<file path="src/rtl/sfm_streamer_tail_filter_pkg.sv">
`default_nettype none
// +--------------------------------------------------------------------------+
// | sfm_streamer_tail_filter_pkg                                             |
// | Shared types and constants for the softmax streamer load-side tail      |
// | filter: FSM state encoding, streamer control struct, BF16 pad value and |
// | the leftover-byte helper that the store strobe generator also uses.     |
// | Ports: none (package).                                                  |
// | Revision: 1.0 - initial release                                         |
// +--------------------------------------------------------------------------+
package sfm_streamer_tail_filter_pkg;

  // Default stream width for the streamer datapath.
  localparam int unsigned DATA_W = 128;

  // BF16 negative infinity; used as the pad value so that a max-reduction
  // over a padded tail lane is unaffected.
  localparam logic [15:0] SFM_BF16_NEG_INF = 16'hFF80;

  // Byte pad value for the default (zero-pad) build.
  localparam logic [7:0] SFM_PAD_ZERO = 8'h00;

  typedef enum logic [1:0] {
    TF_IDLE   = 2'd0,
    TF_STREAM = 2'd1,
    TF_DRAIN  = 2'd2,
    TF_DONE   = 2'd3
  } sfm_tail_state_t;

  typedef struct packed {
    logic [31:0] base_addr;
    logic [31:0] tot_len;
    logic [31:0] d0_len;
    logic [31:0] d0_stride;
  } hci_streamer_addressgen_ctrl_t;

  typedef struct packed {
    hci_streamer_addressgen_ctrl_t addressgen_ctrl;
  } hci_streamer_ctrl_t;

  // Number of valid bytes in the final beat (0 means the beat is full).
  // The low bits of (stride - 1) only depend on the low bits of stride, so
  // computing at full width and masking to lw bits is equivalent to working
  // on the truncated operands modulo 2^lw.
  function automatic logic [31:0] sfm_tail_leftover(
    input logic [31:0] len,
    input logic [31:0] stride,
    input int unsigned lw
  );
    logic [31:0] lane_mask;
    lane_mask = (32'd1 << lw) - 32'd1;
    return (len & (stride - 32'd1)) & lane_mask;
  endfunction

endpackage
`default_nettype wire

</file>
<file path="src/rtl/sfm_streamer_tail_filter_if.sv">
`default_nettype none
// +--------------------------------------------------------------------------+
// | sfm_streamer_tail_filter_if                                              |
// | Valid/ready byte-strobed stream (hwpe_stream style).                     |
// | Signals: valid, ready, data[DW-1:0], strb[DW/8-1:0].                     |
// | Modports: master (drives valid/data/strb), slave (drives ready).         |
// | Revision: 1.0 - initial release                                         |
// +--------------------------------------------------------------------------+
interface sfm_streamer_tail_filter_if #(
  parameter int unsigned DW = sfm_streamer_tail_filter_pkg::DATA_W
) ();

  logic            valid;
  logic            ready;
  logic [DW-1:0]   data;
  logic [DW/8-1:0] strb;

  modport master (
    output valid,
    output data,
    output strb,
    input  ready
  );

  modport slave (
    input  valid,
    input  data,
    input  strb,
    output ready
  );

endinterface
`default_nettype wire

</file>
<file path="src/rtl/sfm_tail_mask_gen.sv">
`default_nettype none
// +--------------------------------------------------------------------------+
// | sfm_tail_mask_gen                                                        |
// | Combinational tail mask: builds the byte-valid mask of a beat from the   |
// | leftover count and the final-beat flag, and pads the invalid bytes.      |
// | Ports:                                                                   |
// |   lftovr   in  LW   valid bytes in the final beat (0 = full beat)       |
// |   is_final in  1    beat is the last of the transfer                    |
// |   data_in  in  DW   raw beat data                                       |
// |   strb     out NB   byte mask (1 = byte carries real data)              |
// |   data_out out DW   data with invalid bytes replaced by the pad value   |
// | Build option: SFM_TAIL_PAD_NEG_INF_EN pads whole 16-bit lanes with BF16 |
// |   -inf instead of zero bytes.                                           |
// | Revision: 1.0 - initial release                                         |
// +--------------------------------------------------------------------------+
module sfm_tail_mask_gen
  import sfm_streamer_tail_filter_pkg::*;
#(
  parameter  int unsigned DW = DATA_W,
  localparam int unsigned NB = DW / 8,
  localparam int unsigned LW = $clog2(NB)
) (
  input  logic [LW-1:0] lftovr,
  input  logic          is_final,
  input  logic [DW-1:0] data_in,
  output logic [NB-1:0] strb,
  output logic [DW-1:0] data_out
);

  logic [NB-1:0] byte_mask;
  logic          full_beat;

  // Non-final beats and final beats with no leftover are passed whole.
  assign full_beat = !is_final || (lftovr == '0);

  for (genvar i = 0; i < NB; i++) begin : g_byte_mask
    assign byte_mask[i] = full_beat || (lftovr > LW'(i));
  end

  assign strb = byte_mask;

`ifdef SFM_TAIL_PAD_NEG_INF_EN
  // A lane survives only if its high byte is valid, so an odd leftover
  // drops the half-filled lane entirely rather than mixing bytes.
  for (genvar j = 0; j < NB / 2; j++) begin : g_lane_pad
    assign data_out[16*j +: 16] = byte_mask[2*j+1] ? data_in[16*j +: 16]
                                                   : SFM_BF16_NEG_INF;
  end
`else
  for (genvar i = 0; i < NB; i++) begin : g_byte_pad
    assign data_out[8*i +: 8] = byte_mask[i] ? data_in[8*i +: 8] : SFM_PAD_ZERO;
  end
`endif

endmodule
`default_nettype wire

</file>
<file path="src/rtl/sfm_streamer_tail_filter.sv">
`default_nettype none
// +--------------------------------------------------------------------------+
// | sfm_streamer_tail_filter                                                 |
// | Load-side tail filter for the softmax streamer. Counts accepted beats    |
// | of a load transfer, pads the bytes beyond the vector length on the final |
// | beat, and presents the result through a registered one-deep slice.       |
// | Ports:                                                                   |
// |   clk_i          in     clock                                          |
// |   rst_ni         in     asynchronous active-low reset                  |
// |   clear_i        in     synchronous clear (drops slice, back to idle)  |
// |   start_i        in     pulse; latches config and starts a transfer    |
// |   stream_ctrl_i  in     d0_len / d0_stride / tot_len                   |
// |   stream_i       slave  raw load beats from the HCI source             |
// |   stream_o       master filtered beats to the datapath                 |
// |   last_o         out    slice holds the final beat                     |
// |   done_o         out    pulse after the final beat leaves stream_o     |
// |   busy_o         out    not idle                                       |
// | Build option: SFM_TAIL_PAD_NEG_INF_EN (BF16 -inf lane padding, see      |
// |   sfm_tail_mask_gen); zero-byte padding otherwise.                      |
// | Revision: 1.0 - initial release                                         |
// +--------------------------------------------------------------------------+
module sfm_streamer_tail_filter
  import sfm_streamer_tail_filter_pkg::*;
#(
  parameter int unsigned DW = DATA_W
) (
  input  logic                              clk_i,
  input  logic                              rst_ni,
  input  logic                              clear_i,
  input  logic                              start_i,
  input  hci_streamer_ctrl_t                stream_ctrl_i,
  sfm_streamer_tail_filter_if.slave         stream_i,
  sfm_streamer_tail_filter_if.master        stream_o,
  output logic                              last_o,
  output logic                              done_o,
  output logic                              busy_o
);

  localparam int unsigned NB = DW / 8;
  localparam int unsigned LW = $clog2(NB);

  sfm_tail_state_t state_q, state_d;

  logic [31:0]   count_q;
  logic [31:0]   tot_len_q;
  logic [LW-1:0] lftovr_q;
  logic          out_valid_q;
  logic [DW-1:0] out_data_q;
  logic [NB-1:0] out_strb_q;
  logic          last_q;
  logic          done_q, done_d;

  logic          in_ready;
  logic          in_hs;
  logic          out_hs;
  logic          is_final;
  logic          start_ok;
  logic [31:0]   lftovr_full;
  logic [NB-1:0] mask_strb;
  logic [DW-1:0] mask_data;

  // ---------------------------------------------------------------------
  // Handshakes
  // ---------------------------------------------------------------------
  // The slice accepts a new beat when empty or when it is being emptied in
  // the same cycle, which keeps full throughput without a skid buffer.
  assign in_ready = (state_q == TF_STREAM) && (!out_valid_q || stream_o.ready);
  assign in_hs    = stream_i.valid && in_ready;
  assign out_hs   = out_valid_q && stream_o.ready;

  // tot_len_q is at least 1 whenever the FSM is in STREAM.
  assign is_final = (count_q == tot_len_q - 32'd1);
  assign start_ok = (state_q == TF_IDLE) && start_i;

  assign lftovr_full = sfm_tail_leftover(stream_ctrl_i.addressgen_ctrl.d0_len,
                                         stream_ctrl_i.addressgen_ctrl.d0_stride,
                                         LW);

  // ---------------------------------------------------------------------
  // Tail masking
  // ---------------------------------------------------------------------
  sfm_tail_mask_gen #(
    .DW (DW)
  ) u_mask_gen (
    .lftovr   (lftovr_q),
    .is_final (is_final),
    .data_in  (stream_i.data),
    .strb     (mask_strb),
    .data_out (mask_data)
  );

  // ---------------------------------------------------------------------
  // FSM next state
  // ---------------------------------------------------------------------
  always_comb begin
    state_d = state_q;
    done_d  = 1'b0;
    unique case (state_q)
      TF_IDLE: begin
        if (start_i) begin
          state_d = (stream_ctrl_i.addressgen_ctrl.tot_len == 32'd0) ? TF_DONE : TF_STREAM;
        end
      end
      TF_STREAM: begin
        if (in_hs && is_final) begin
          state_d = TF_DRAIN;
        end
      end
      TF_DRAIN: begin
        // done_o is registered, so it rises the cycle after the final pop.
        if (out_hs) begin
          state_d = TF_IDLE;
          done_d  = 1'b1;
        end
      end
      TF_DONE: begin
        state_d = TF_IDLE;
        done_d  = 1'b1;
      end
      default: begin
        state_d = TF_IDLE;
      end
    endcase
  end

  // ---------------------------------------------------------------------
  // FSM state, beat counter and latched configuration
  // ---------------------------------------------------------------------
  always_ff @(posedge clk_i or negedge rst_ni) begin
    if (!rst_ni) begin
      state_q   <= TF_IDLE;
      done_q    <= 1'b0;
      count_q   <= 32'd0;
      tot_len_q <= 32'd0;
      lftovr_q  <= '0;
    end else if (clear_i) begin
      state_q   <= TF_IDLE;
      done_q    <= 1'b0;
      count_q   <= 32'd0;
      tot_len_q <= 32'd0;
      lftovr_q  <= '0;
    end else begin
      state_q <= state_d;
      done_q  <= done_d;
      if (start_ok) begin
        count_q   <= 32'd0;
        tot_len_q <= stream_ctrl_i.addressgen_ctrl.tot_len;
        lftovr_q  <= lftovr_full[LW-1:0];
      end else if (in_hs && !is_final) begin
        // Holding at tot_len-1 keeps the counter from wrapping.
        count_q <= count_q + 32'd1;
      end
    end
  end

  // ---------------------------------------------------------------------
  // Output slice
  // ---------------------------------------------------------------------
  always_ff @(posedge clk_i or negedge rst_ni) begin
    if (!rst_ni) begin
      out_valid_q <= 1'b0;
      out_data_q  <= '0;
      out_strb_q  <= '0;
      last_q      <= 1'b0;
    end else if (clear_i) begin
      out_valid_q <= 1'b0;
      out_data_q  <= '0;
      out_strb_q  <= '0;
      last_q      <= 1'b0;
    end else if (in_hs) begin
      out_valid_q <= 1'b1;
      out_data_q  <= mask_data;
      out_strb_q  <= mask_strb;
      last_q      <= is_final;
    end else if (out_hs) begin
      out_valid_q <= 1'b0;
      last_q      <= 1'b0;
    end
  end

  assign stream_i.ready = in_ready;
  assign stream_o.valid = out_valid_q;
  assign stream_o.data  = out_data_q;
  assign stream_o.strb  = out_strb_q;
  assign last_o         = last_q;
  assign done_o         = done_q;
  assign busy_o         = (state_q != TF_IDLE);

  // Input strobes are ignored; the mask is derived from the config alone.
  logic unused_inputs;
  assign unused_inputs = ^{stream_i.strb,
                           stream_ctrl_i.addressgen_ctrl.base_addr,
                           lftovr_full[31:LW]};

endmodule
`default_nettype wire

</file>
<file path="src/flat_wrapper.sv">
// flat-port wrapper written by rule: the top's interface ports become plain ports
module sfm_streamer_tail_filter_flat import sfm_streamer_tail_filter_pkg::*;
#(
  parameter int unsigned DW = DATA_W
)
  (clk_i, rst_ni, clear_i, start_i, stream_ctrl_i, last_o, done_o, busy_o, stream_i_valid, stream_i_data, stream_i_strb, stream_i_ready, stream_o_valid, stream_o_data, stream_o_strb, stream_o_ready);
  sfm_streamer_tail_filter_if #(.DW(DW)) stream_i_i ();
  sfm_streamer_tail_filter_if #(.DW(DW)) stream_o_i ();
  input  logic clk_i;
  input  logic rst_ni;
  input  logic clear_i;
  input  logic start_i;
  input  hci_streamer_ctrl_t stream_ctrl_i;
  output logic last_o;
  output logic done_o;
  output logic busy_o;
  input wire logic [$bits(stream_i_i.valid)-1:0] stream_i_valid;
  input wire logic [$bits(stream_i_i.data)-1:0] stream_i_data;
  input wire logic [$bits(stream_i_i.strb)-1:0] stream_i_strb;
  output wire logic [$bits(stream_i_i.ready)-1:0] stream_i_ready;
  output wire logic [$bits(stream_o_i.valid)-1:0] stream_o_valid;
  output wire logic [$bits(stream_o_i.data)-1:0] stream_o_data;
  output wire logic [$bits(stream_o_i.strb)-1:0] stream_o_strb;
  input wire logic [$bits(stream_o_i.ready)-1:0] stream_o_ready;
  assign stream_i_i.valid = stream_i_valid;
  assign stream_i_i.data = stream_i_data;
  assign stream_i_i.strb = stream_i_strb;
  assign stream_i_ready = stream_i_i.ready;
  assign stream_o_valid = stream_o_i.valid;
  assign stream_o_data = stream_o_i.data;
  assign stream_o_strb = stream_o_i.strb;
  assign stream_o_i.ready = stream_o_ready;
  sfm_streamer_tail_filter #(.DW(DW)) u_core (.clk_i(clk_i), .rst_ni(rst_ni), .clear_i(clear_i), .start_i(start_i), .stream_ctrl_i(stream_ctrl_i), .stream_i(stream_i_i), .stream_o(stream_o_i), .last_o(last_o), .done_o(done_o), .busy_o(busy_o));
endmodule
</file>
<file path="config.mk">
export PLATFORM = sky130hd
export DESIGN_NAME = sfm_streamer_tail_filter_flat
export DESIGN_NICKNAME = d
export VERILOG_FILES = /design/src/rtl/sfm_streamer_tail_filter_pkg.sv /design/src/rtl/sfm_streamer_tail_filter_if.sv /design/src/rtl/sfm_tail_mask_gen.sv /design/src/rtl/sfm_streamer_tail_filter.sv /design/src/flat_wrapper.sv
export SDC_FILE = /design/constraint.sdc
export NUM_CORES = 1
export LEC_CHECK = 0
export ABC_CLOCK_PERIOD_IN_PS = 5000
export CAP_MARGIN = 30
export CORE_AREA = 2 2 165 167
export CTS_CLUSTER_DIAMETER = 30
export DETAILED_ROUTE_END_ITERATION = 6
export DIE_AREA = 0 0 167 169
export PLACE_DENSITY = 0.8
export SKIP_CTS_REPAIR_TIMING = 1
export SLEW_MARGIN = 15
export SYNTH_ARGS = -nofsm -noshare
export SYNTH_HDL_FRONTEND = slang
export SYNTH_SLANG_ARGS = --single-unit
export TNS_END_PERCENT = 5
</file>
<file path="constraint.sdc">
create_clock -name clk_i -period 5 [get_ports clk_i]
set_input_delay 0.75 -clock clk_i [delete_from_list [all_inputs] [get_ports clk_i]]
set_output_delay 0.75 -clock clk_i [all_outputs]
set_load 0.05 [all_outputs]
</file>
## After elaboration in Yosys (flattened, before gate mapping)

Cells that the tools add are included.

| cells by class | value |
|---|---|
| add/sub/neg operators | 3 |
| order comparisons | 16 |
| equality and inequality tests | 7 |
| multiplexer cells | 41 |
| bitwise gates (word level) | 1 |
| reduce and logical (&&, ||, !) cells | 35 |

Operator list:

| kind | count |
|---|---|
| $mux W128 | 2 |
| $mux W32 | 5 |
| $mux W8 | 16 |
| $add A32 B1 Y32 const B | 1 |
| $eq A32 B32 Y1 | 1 |
| $gt A4 B4 Y1 const B | 8 |
| $logic_not A32 Y1 | 1 |
| $mux W16 | 2 |
| $sub A32 B1 Y32 const B | 1 |
| $logic_or A1 B1 Y1 | 18 |
| $gt A4 B3 Y1 const B | 4 |
| $mux W2 | 5 |
| $gt A4 B1 Y1 const B | 2 |
| $gt A4 B2 Y1 const B | 2 |
| $mux W4 | 2 |
| $pmux W2 S4 | 1 |
| $mux W1 | 7 |
| $logic_and A1 B1 Y1 | 6 |
| $ne A3 B3 Y1 const B | 2 |
| $reduce_bool A2 Y1 | 3 |
| $reduce_bool A3 Y1 | 2 |
| $and A4 B4 Y4 | 1 |
| $eq A2 B2 Y1 const B | 2 |
| $logic_not A4 Y1 | 1 |
| other kinds (7) | 8 |

| storage, ports and cells | value |
|---|---|
| register bits after elaboration | 217 |
| output and inout bits | 149 |
| word-level logic and storage cells | 112 |

## Logic depth before layout (Yosys ltp)

Gate-level depths: netlist of run 1.

| depth | value |
|---|---|
| depth after elaboration | 8 |
| gate-level depth with buffers | 14 |
| mapped depth without buffers | 11 |

## Hierarchy

Synthesis of run 1 repeated with hierarchy kept, for this count alone.

| unflattened totals | value |
|---|---|
| cells, all modules | 1397 |
| area, all modules | 11656.2 µm² |

By module, submodules not included:

| module | instances | cells each | area each (µm²) |
|---|---|---|---|
| sfm_streamer_tail_filter | 1 | 1230 | 10600.2 |
| sfm_tail_mask_gen | 1 | 167 | 1056.0 |

## Worst setup path after synthesis of run 1

OpenSTA, ideal clock, no wires.

| timing path | value |
|---|---|
| path type | register -> register |
| start point | register u_core.out_valid_q, in the netlist u_core.stream_o.valid |
| end point | register u_core.count_q[18] |
| setup time | 0.078 ns |
| arrival time | 3.846 ns |
| required time | 4.922 ns |
| setup slack | 1.076 ns |
| cell stages (with the launch flop) | 10 |
| path buffers | 2 |
| cell sequence | dfrtp_1 nor2b_1 nor3b_1 and2_1 clkbuf_1 and3_1 clkbuf_1 nand3_1 or4b_2 a21oi_1 |

| between the ends | value |
|---|---|
| longest elaborated chain between the ends | 6 |

Ends and longest elaborated chain:

| item | RTL line | text |
|---|---|---|
| start: declaration | sfm_streamer_tail_filter.sv:47 | `logic out_valid_q;` |
| start signal: assignment | sfm_streamer_tail_filter.sv:161 | `out_valid_q <= 1'b0;` |
| start signal: assignment | sfm_streamer_tail_filter.sv:166 | `out_valid_q <= 1'b0;` |
| start signal: assignment | sfm_streamer_tail_filter.sv:171 | `out_valid_q <= 1'b1;` |
| $logic_not A1 Y1 | sfm_streamer_tail_filter.sv:67 | `assign in_ready = (state_q == TF_STREAM) && (!out_valid_q \|\| stream_o.ready);` |
| $logic_or A1 B1 Y1 | sfm_streamer_tail_filter.sv:67 |  |
| $logic_and A1 B1 Y1 | sfm_streamer_tail_filter.sv:67 |  |
| net stream_i_ready | flat_wrapper.sv:20 | `output wire logic [$bits(stream_i_i.ready)-1:0] stream_i_ready;` |
| $logic_and A1 B1 Y1 | sfm_streamer_tail_filter.sv:68 | `assign in_hs = stream_i.valid && in_ready;` |
| $logic_and A1 B1 Y1 | sfm_streamer_tail_filter.sv:149 | `end else if (in_hs && !is_final) begin` |
| $reduce_bool A3 Y1 (no source line) | - |  |
| end signal: assignment | sfm_streamer_tail_filter.sv:151 | `count_q <= count_q + 32'd1;` |
| end: declaration | sfm_streamer_tail_filter.sv:44 | `logic [31:0] count_q;` |

The timed path passes the listed nets, and every way through them passes these cells.
A chain may end at the register's enable or synchronous reset.

## Final worst setup path of run 1

| timing path | value |
|---|---|
| start point | register u_core.tot_len_q[0] |
| end point | register u_core.out_data_q[100], in the netlist u_core.stream_o.data[100] |

| between the ends | value |
|---|---|
| longest elaborated chain between the ends | 8 |

Ends and longest elaborated chain:

| item | RTL line | text |
|---|---|---|
| start: declaration | sfm_streamer_tail_filter.sv:45 | `logic [31:0] tot_len_q;` |
| start signal: assignment | sfm_streamer_tail_filter.sv:147 | `tot_len_q <= stream_ctrl_i.addressgen_ctrl.tot_len;` |
| $sub A32 B1 Y32 | sfm_streamer_tail_filter.sv:72 | `assign is_final = (count_q == tot_len_q - 32'd1);` |
| $eq A32 B32 Y1 | sfm_streamer_tail_filter.sv:72 |  |
| $logic_not A1 Y1 | sfm_tail_mask_gen.sv:34 | `assign full_beat = !is_final \|\| (lftovr == '0);` |
| $logic_or A1 B1 Y1 | sfm_tail_mask_gen.sv:34 |  |
| $logic_or A1 B1 Y1 | sfm_tail_mask_gen.sv:37 | `assign byte_mask[i] = full_beat \|\| (lftovr > LW'(i));` |
| $mux W8 | sfm_tail_mask_gen.sv:51 | `assign data_out[8*i +: 8] = byte_mask[i] ? data_in[8*i +: 8] : SFM_PAD_ZERO;` |
| $mux W128 | sfm_streamer_tail_filter.sv:170 | `end else if (in_hs) begin` |
| $mux W128 | sfm_streamer_tail_filter.sv:165 | `end else if (clear_i) begin` |
| end signal: assignment | sfm_streamer_tail_filter.sv:172 | `out_data_q <= mask_data;` |
| end: declaration | sfm_streamer_tail_filter.sv:48 | `logic [DW-1:0] out_data_q;` |

Every way passes these cells. The select of a mux whose other input is x is not followed.

==> out/results.ini, run 1 <==
[layout]
finalInstanceArea_mm2=0.0155
area_growth_pct=54.6
layout-drive-gt1-share_pct=10.8
final_cell_mix=clkdlybuf4s50_1, dfrtp_1, a22o_1
final_core_util_pct=58.4
nets=1512
antenna_cells=0
mostFrequentLayoutCell=clkdlybuf4s50_1

[synthesis]
ys.flop_type=dfrtp_1
synth_top_area_cell=dfrtp_1
synth_async_sr_flop_share_pct=100
synth.area.top_cells=dfrtp_1, a22o_1, a32o_1
synth.net_count=1180
ys_ff_latch=217
yosys_warnings=0
synth_area_mm2=0.0100
synth_top_area_share_pct=54.2
synth.distinct_cells=62
yosysSeqAreaShare_pct=54.2
synth_area_per_cell_um2=11.1
synthCells=899
synth_edf_count=0

[setup_path]
path_cells=inv_1, ha_1, nor4b_2, and3_1, nand4_1, xnor2_1, nor4_1, o2111ai_1, nor4b_4, buf_12, a31oi_2, a22o_1
critPathTopFamily=simple AND/OR/NAND/NOR gates
crit_required_ns=5.41
critPathArrivalTime_ns=4.55
cp-end-kind=flop
path_buf_inv=2
cp_slowest_cell=and3_1
crit_type=flop to flop
crit_path_max_fanout=49
cp-start-kind=flop
slowest_delay_ns=0.47

[clock_tree]
cts-htree-levels=2
cts_sinks=217
clockRootBuffer=clkbuf_16
clk_pin_slew_worst_paths_ns=0.05
clock_latency_ns=0.54
cts_buffers=52
cts_tree=done
clock_path_buffers=3

[power]
peakVddDrop_mv=0.412
power_density_mw_per_mm2=412
total_power_mw=6.37
leakagePower_nw=6.58

[die]
die_area_mm2=0.0282
core_area_mm2=0.0265
die_w_um=167
top_level_ports=427
initial_core_util_pct=37.8
rows=60
die_y_um=169

[global_route]
grt_pass1_wl_um=51100
gr-usage-all-layers_pct=22.5
grt_pass1_vias=8924
grt_max_degree=129
overflow=0
antenna_found_initial=0

[sta]
final.setup.tns_ns=0
worst_pin_slew_ns=1.00
slew_headroom_pct=33.2
hold_violations=0
fin_crit_ns=4.14
timing.hold.ws_ns=0.238
setup_viol=0
max_freq_ghz=0.241
min_period_over_period_pct=82.9
final.setup_skew_ns=0.0168
slew_viol_final=0
rsz0062_at_grt=no

[routing]
ant_nets=0
routedWlPerCell_um=20.4
detail_route.iter0.violations=812
viasPerCell=5.66
drt-total-wl_um=33000
drc=0
dr.pass1.iters=5
vias=9143

[place]
dp_hpwl_um=22800
routabilityCongestion=0.908
placed_area_mm2=0.0136
portBuffers=322

[run]
cap_viol_max_count=0

[min_path]
hold_class=primary input to async pin

[run_status]
status=complete, no violations

==> Yosys cell counts (all sizes together), types with 14 or more instances <==
master  count
xnor2      28
nor2       34
dfrtp     217
nor3       19
nand2      58
and3       14
o21ai      35
or4        14
a21oi      46
nand4      16
nor4       25
a31oi      17
xor2       17
clkbuf     49
nand3      23
a32o       37
a22o      116
or3        18
==> metrics by stage <==
stage,cells,worst slack [ns]
after global placement,1516,0.877
after CTS,1614,0.747
after detailed placement,1517,0.788
final,1615,0.855
after global routing,1615,0.676
after floorplan,899,1.08
==> logic make-up (layout without fill, tap and decap cells) <==
group                      Yosys count  in the layout  synth area share (%)
AOI/OAI and AO/OA                  299            299                  23.7
DFF                                217            217                  54.2
and+or+nand+nor                    263            263                  14.7
muxes                                2              2                 0.200
adders and majority gates            3              3                 0.375
xor gates and xnor gates            45             45                  3.94
buffers and inverters               70            445                  2.81
==> layer usage <==
metal | up-vias | GRT usage (%) | share of wire, %
li1 | 4145 | - | -
met4 | 0 | 6.90 | 2.4
met5 | - | 0 | 0
met3 | 74 | 4.47 | 6.1
met2 | 318 | 37.9 | 49
met1 | 4606 | 29.3 | 42
==> final cells by class <==
| class | instances | area [µm²] |
|---|---|---|
| fillers | 2148 | 11000 |
| flip-flops and latches | 217 | 5430 |
| multi-input cells | 612 | 4320 |
| repair buffers | 337 | 3400 |
| clock buffers | 66 | 1480 |
| well taps | 341 | 427 |
| clock inverters | 31 | 384 |
| inverters | 11 | 41.3 |
==> path summary, 6_finish.rpt <==
path                                                      start                               endpoint  slack, ns  cells after the start
setup / recovery                u_core.tot_len_q[0]$_DFFE_PN0P_  u_core.stream_o.data[100]$_DFFE_PN0P_       0.86                     12
hold / removal                                           rst_ni        u_core.tot_len_q[3]$_DFFE_PN0P_       0.24                      1
setup reg to reg                u_core.tot_len_q[0]$_DFFE_PN0P_  u_core.stream_o.data[100]$_DFFE_PN0P_       0.86                     12
hold reg to reg            u_core.stream_o.strb[11]$_DFFE_PN0P_   u_core.stream_o.strb[11]$_DFFE_PN0P_       0.47                      1
max in group asynchronous                                rst_ni    u_core.stream_o.data[9]$_DFFE_PN0P_       3.54                      2
min in group clk_i         u_core.stream_o.strb[11]$_DFFE_PN0P_   u_core.stream_o.strb[11]$_DFFE_PN0P_       0.47                      1
==> power by group <==
| group | switching [mW] | total, mW | internal [mW] |
|---|---|---|---|
| Clock | 1.06 | 3.50 | 2.44 |
| Combinational | 0.566 | 0.956 | 0.390 |
| Sequential | 0.0760 | 1.92 | 1.84 |
==> sequential cells by signal, indices dropped and copies added, names as in the netlist <==
name and flops:
u_core.stream_o.data 128, u_core.count_q 32, u_core.tot_len_q 32, u_core.stream_o.strb 16
u_core.lftovr_q 4, u_core.state_q 2, u_core.done_o 1, u_core.last_o 1
u_core.stream_o.valid 1
No activity file was read; power rests on OpenSTA's default activity.
==> run 2: changes to the inputs <==
--- a/config.mk
+++ b/config.mk
@@ -5,7 +5,7 @@
 export SDC_FILE = /design/constraint.sdc
 export NUM_CORES = 1
 export LEC_CHECK = 0
-export ABC_CLOCK_PERIOD_IN_PS = 5000
+export ABC_CLOCK_PERIOD_IN_PS = 4300
 export CAP_MARGIN = 30
 export CORE_AREA = 2 2 165 167
 export CTS_CLUSTER_DIAMETER = 30
==> constraint.sdc (replaced) <==
create_clock -name clk_i -period 4.3 [get_ports clk_i]
set_input_delay 0.645 -clock clk_i [delete_from_list [all_inputs] [get_ports clk_i]]
set_output_delay 0.645 -clock clk_i [all_outputs]
set_load 0.05 [all_outputs]
==> run 2 against run 1 <==
Against the previous run:
- global-route usage grew 0.38 points
- clock-buffer cell count shrank 2
- largest power group unchanged
- clock skew down 0.0027 ns
- via count is 1.7% higher
==> out/results.ini, run 2 (synthesis results as in run 1) <==
[sta]
worst_pin_slew_ns=1.01  ; +0.0115 ns
fin_crit_ns=3.95  ; -0.196 ns
final.setup.tns_ns=0  ; unchanged
max_freq_ghz=0.253  ; +5.0%
slew_headroom_pct=32.5  ; -0.77 points
rsz0062_at_grt=no
hold_violations=0  ; unchanged
slew_viol_final=0  ; unchanged
setup_viol=0  ; unchanged
final.setup_skew_ns=0.0142  ; -0.00266 ns
min_period_over_period_pct=91.8  ; +8.9 points

[global_route]
overflow=0  ; unchanged
grt_pass1_wl_um=52100  ; +1.9%
grt_pass1_vias=9249  ; +3.6%
grt_max_degree=129  ; unchanged
antenna_found_initial=0  ; unchanged
gr-usage-all-layers_pct=22.9  ; +0.38 points

[clock_tree]
cts_tree=done
clock_path_buffers=3  ; unchanged
cts-htree-levels=2  ; unchanged
clk_pin_slew_worst_paths_ns=0.05  ; about the same
cts_sinks=217  ; unchanged
clock_latency_ns=0.53  ; about the same
cts_buffers=52  ; unchanged
clockRootBuffer=clkbuf_16

[setup_path]
startpoint=u_core.tot_len_q[0]$_DFFE_PN0P_
r2r_cells=13  ; +1
worstSetupEndpoint=u_core.stream_o.data[115]$_DFFE_PN0P_
cp-end-kind=flop
r2r_end=u_core.stream_o.data[115]$_DFFE_PN0P_
crit_required_ns=4.71  ; -0.70 ns
cp-start-kind=flop
path_cells=inv_1, ha_1, nor4b_2, nand3_1, nor2_1, xnor2_1, or4b_1, a2111o_1, nor4b_4, buf_12, buf_4, a31oi_4, a22o_1
cp_slowest_cell=or4b_1
slowest_delay_ns=0.50  ; +0.03 ns
regToRegStartpoint=u_core.tot_len_q[0]$_DFFE_PN0P_
crit_path_max_fanout=18  ; -63%
rrSetupSlack_ns=0.35  ; -0.50 ns
critPathArrivalTime_ns=4.36  ; -0.19 ns
crit_type=flop to flop

[routing]
drt-total-wl_um=33500  ; +1.5%
vias=9297  ; +1.7%
dr.pass1.iters=5  ; unchanged
ant_nets=0  ; unchanged
drc=0  ; unchanged
viasPerCell=5.71  ; +0.81%
detail_route.iter0.violations=779  ; -4.1%
routedWlPerCell_um=20.6  ; +0.61%

[die]
core_area_mm2=0.0265  ; unchanged
die_area_mm2=0.0282  ; unchanged
die_y_um=169  ; unchanged
initial_core_util_pct=37.8  ; unchanged
rows=60  ; unchanged
top_level_ports=427  ; unchanged
die_w_um=167  ; unchanged

[layout]
area_growth_pct=55.8
finalNonFillerCells=1629  ; +0.87%
nets=1525  ; +0.86%
mostFrequentLayoutCell=clkdlybuf4s50_1
final_cell_mix=clkdlybuf4s50_1, dfrtp_1, a22o_1
layout-drive-gt1-share_pct=11.5  ; +0.75 points
largest_reg_flops=128  ; unchanged

[power]
power_density_mw_per_mm2=480  ; +16%
leakagePower_nw=6.63  ; +0.64%
peakVddDrop_mv=0.379  ; -8.0%

[place]
portBuffers=322  ; unchanged
post-place-cells=1531  ; +0.92%
dp_hpwl_um=23700  ; +4.0%
routabilityCongestion=0.900  ; -0.84%

[run_status]
status=complete, no violations

[min_path]
hold_class=primary input to async pin

[run]
cap_viol_max_count=0  ; unchanged

[run 2: stage by stage]
step	area, µm²	hold slack [ns]	power, mW	setup WS, ns	utilization (%)
finish	15600	0.206	7.48	0.351	58.9
global route	15600	0.296	7.72	0.208	58.8
CTS	15600	0.256	7.53	0.385	58.8
detailed placement	13700	0.465	3.37	0.415	51.8
global placement	13700	0.459	3.35	0.473	51.7
floorplan	10000	0.349	2.87	0.376	-
[run 2: worst max-delay path: cells and delay by family, from the launching register on]
kind / cells / cell delay (ns)
xor+xnor: 1 / 0.07
fa+ha+maj: 1 / 0.29
simple gates: 5 / 1.65
flops: 1 / 0.44
compound gates: 3 / 0.89
buf+inv: 3 / 0.48
[run 2: metal layers]
layer	vias to the layer above	track usage [%]	wire (µm)
met4	0	6.48	770
met5	-	0	0
met3	67	4.65	2060
li1	4172	-	-
met2	376	38.9	16700
met1	4682	29.7	13900
[run 2: cell type report]
class                      count  area (µm²)
clock inverter                33         448
multi-input combinational    612        4320
antenna                        1        2.50
fill                        2123       10900
timing repair buffer         350        3500
sequential                   217        5430
clock buffer                  64        1430
tap                          341         427
inverter                      11        41.3
[run 2: how the worst min path moves through the flow]
stage	to	slack (ns)	from	cells after the start
floorplan	u_core.count_q[0]$_DFFE_PN0P_	0.35	rst_ni	0
global placement	u_core.stream_o.strb[14]$_DFFE_PN0P_	0.46	u_core.stream_o.strb[14]$_DFFE_PN0P_	1
detailed placement	u_core.stream_o.strb[7]$_DFFE_PN0P_	0.46	u_core.stream_o.strb[7]$_DFFE_PN0P_	1
CTS	u_core.tot_len_q[5]$_DFFE_PN0P_	0.26	rst_ni	1
global route	u_core.tot_len_q[5]$_DFFE_PN0P_	0.30	rst_ni	1
finish	u_core.tot_len_q[5]$_DFFE_PN0P_	0.21	rst_ni	1
[run 2: power breakdown]
group / internal, mW / switching (mW)
clock: 2.89 / 1.23
sequential: 2.14 / 0.0881
combinational: 0.464 / 0.665
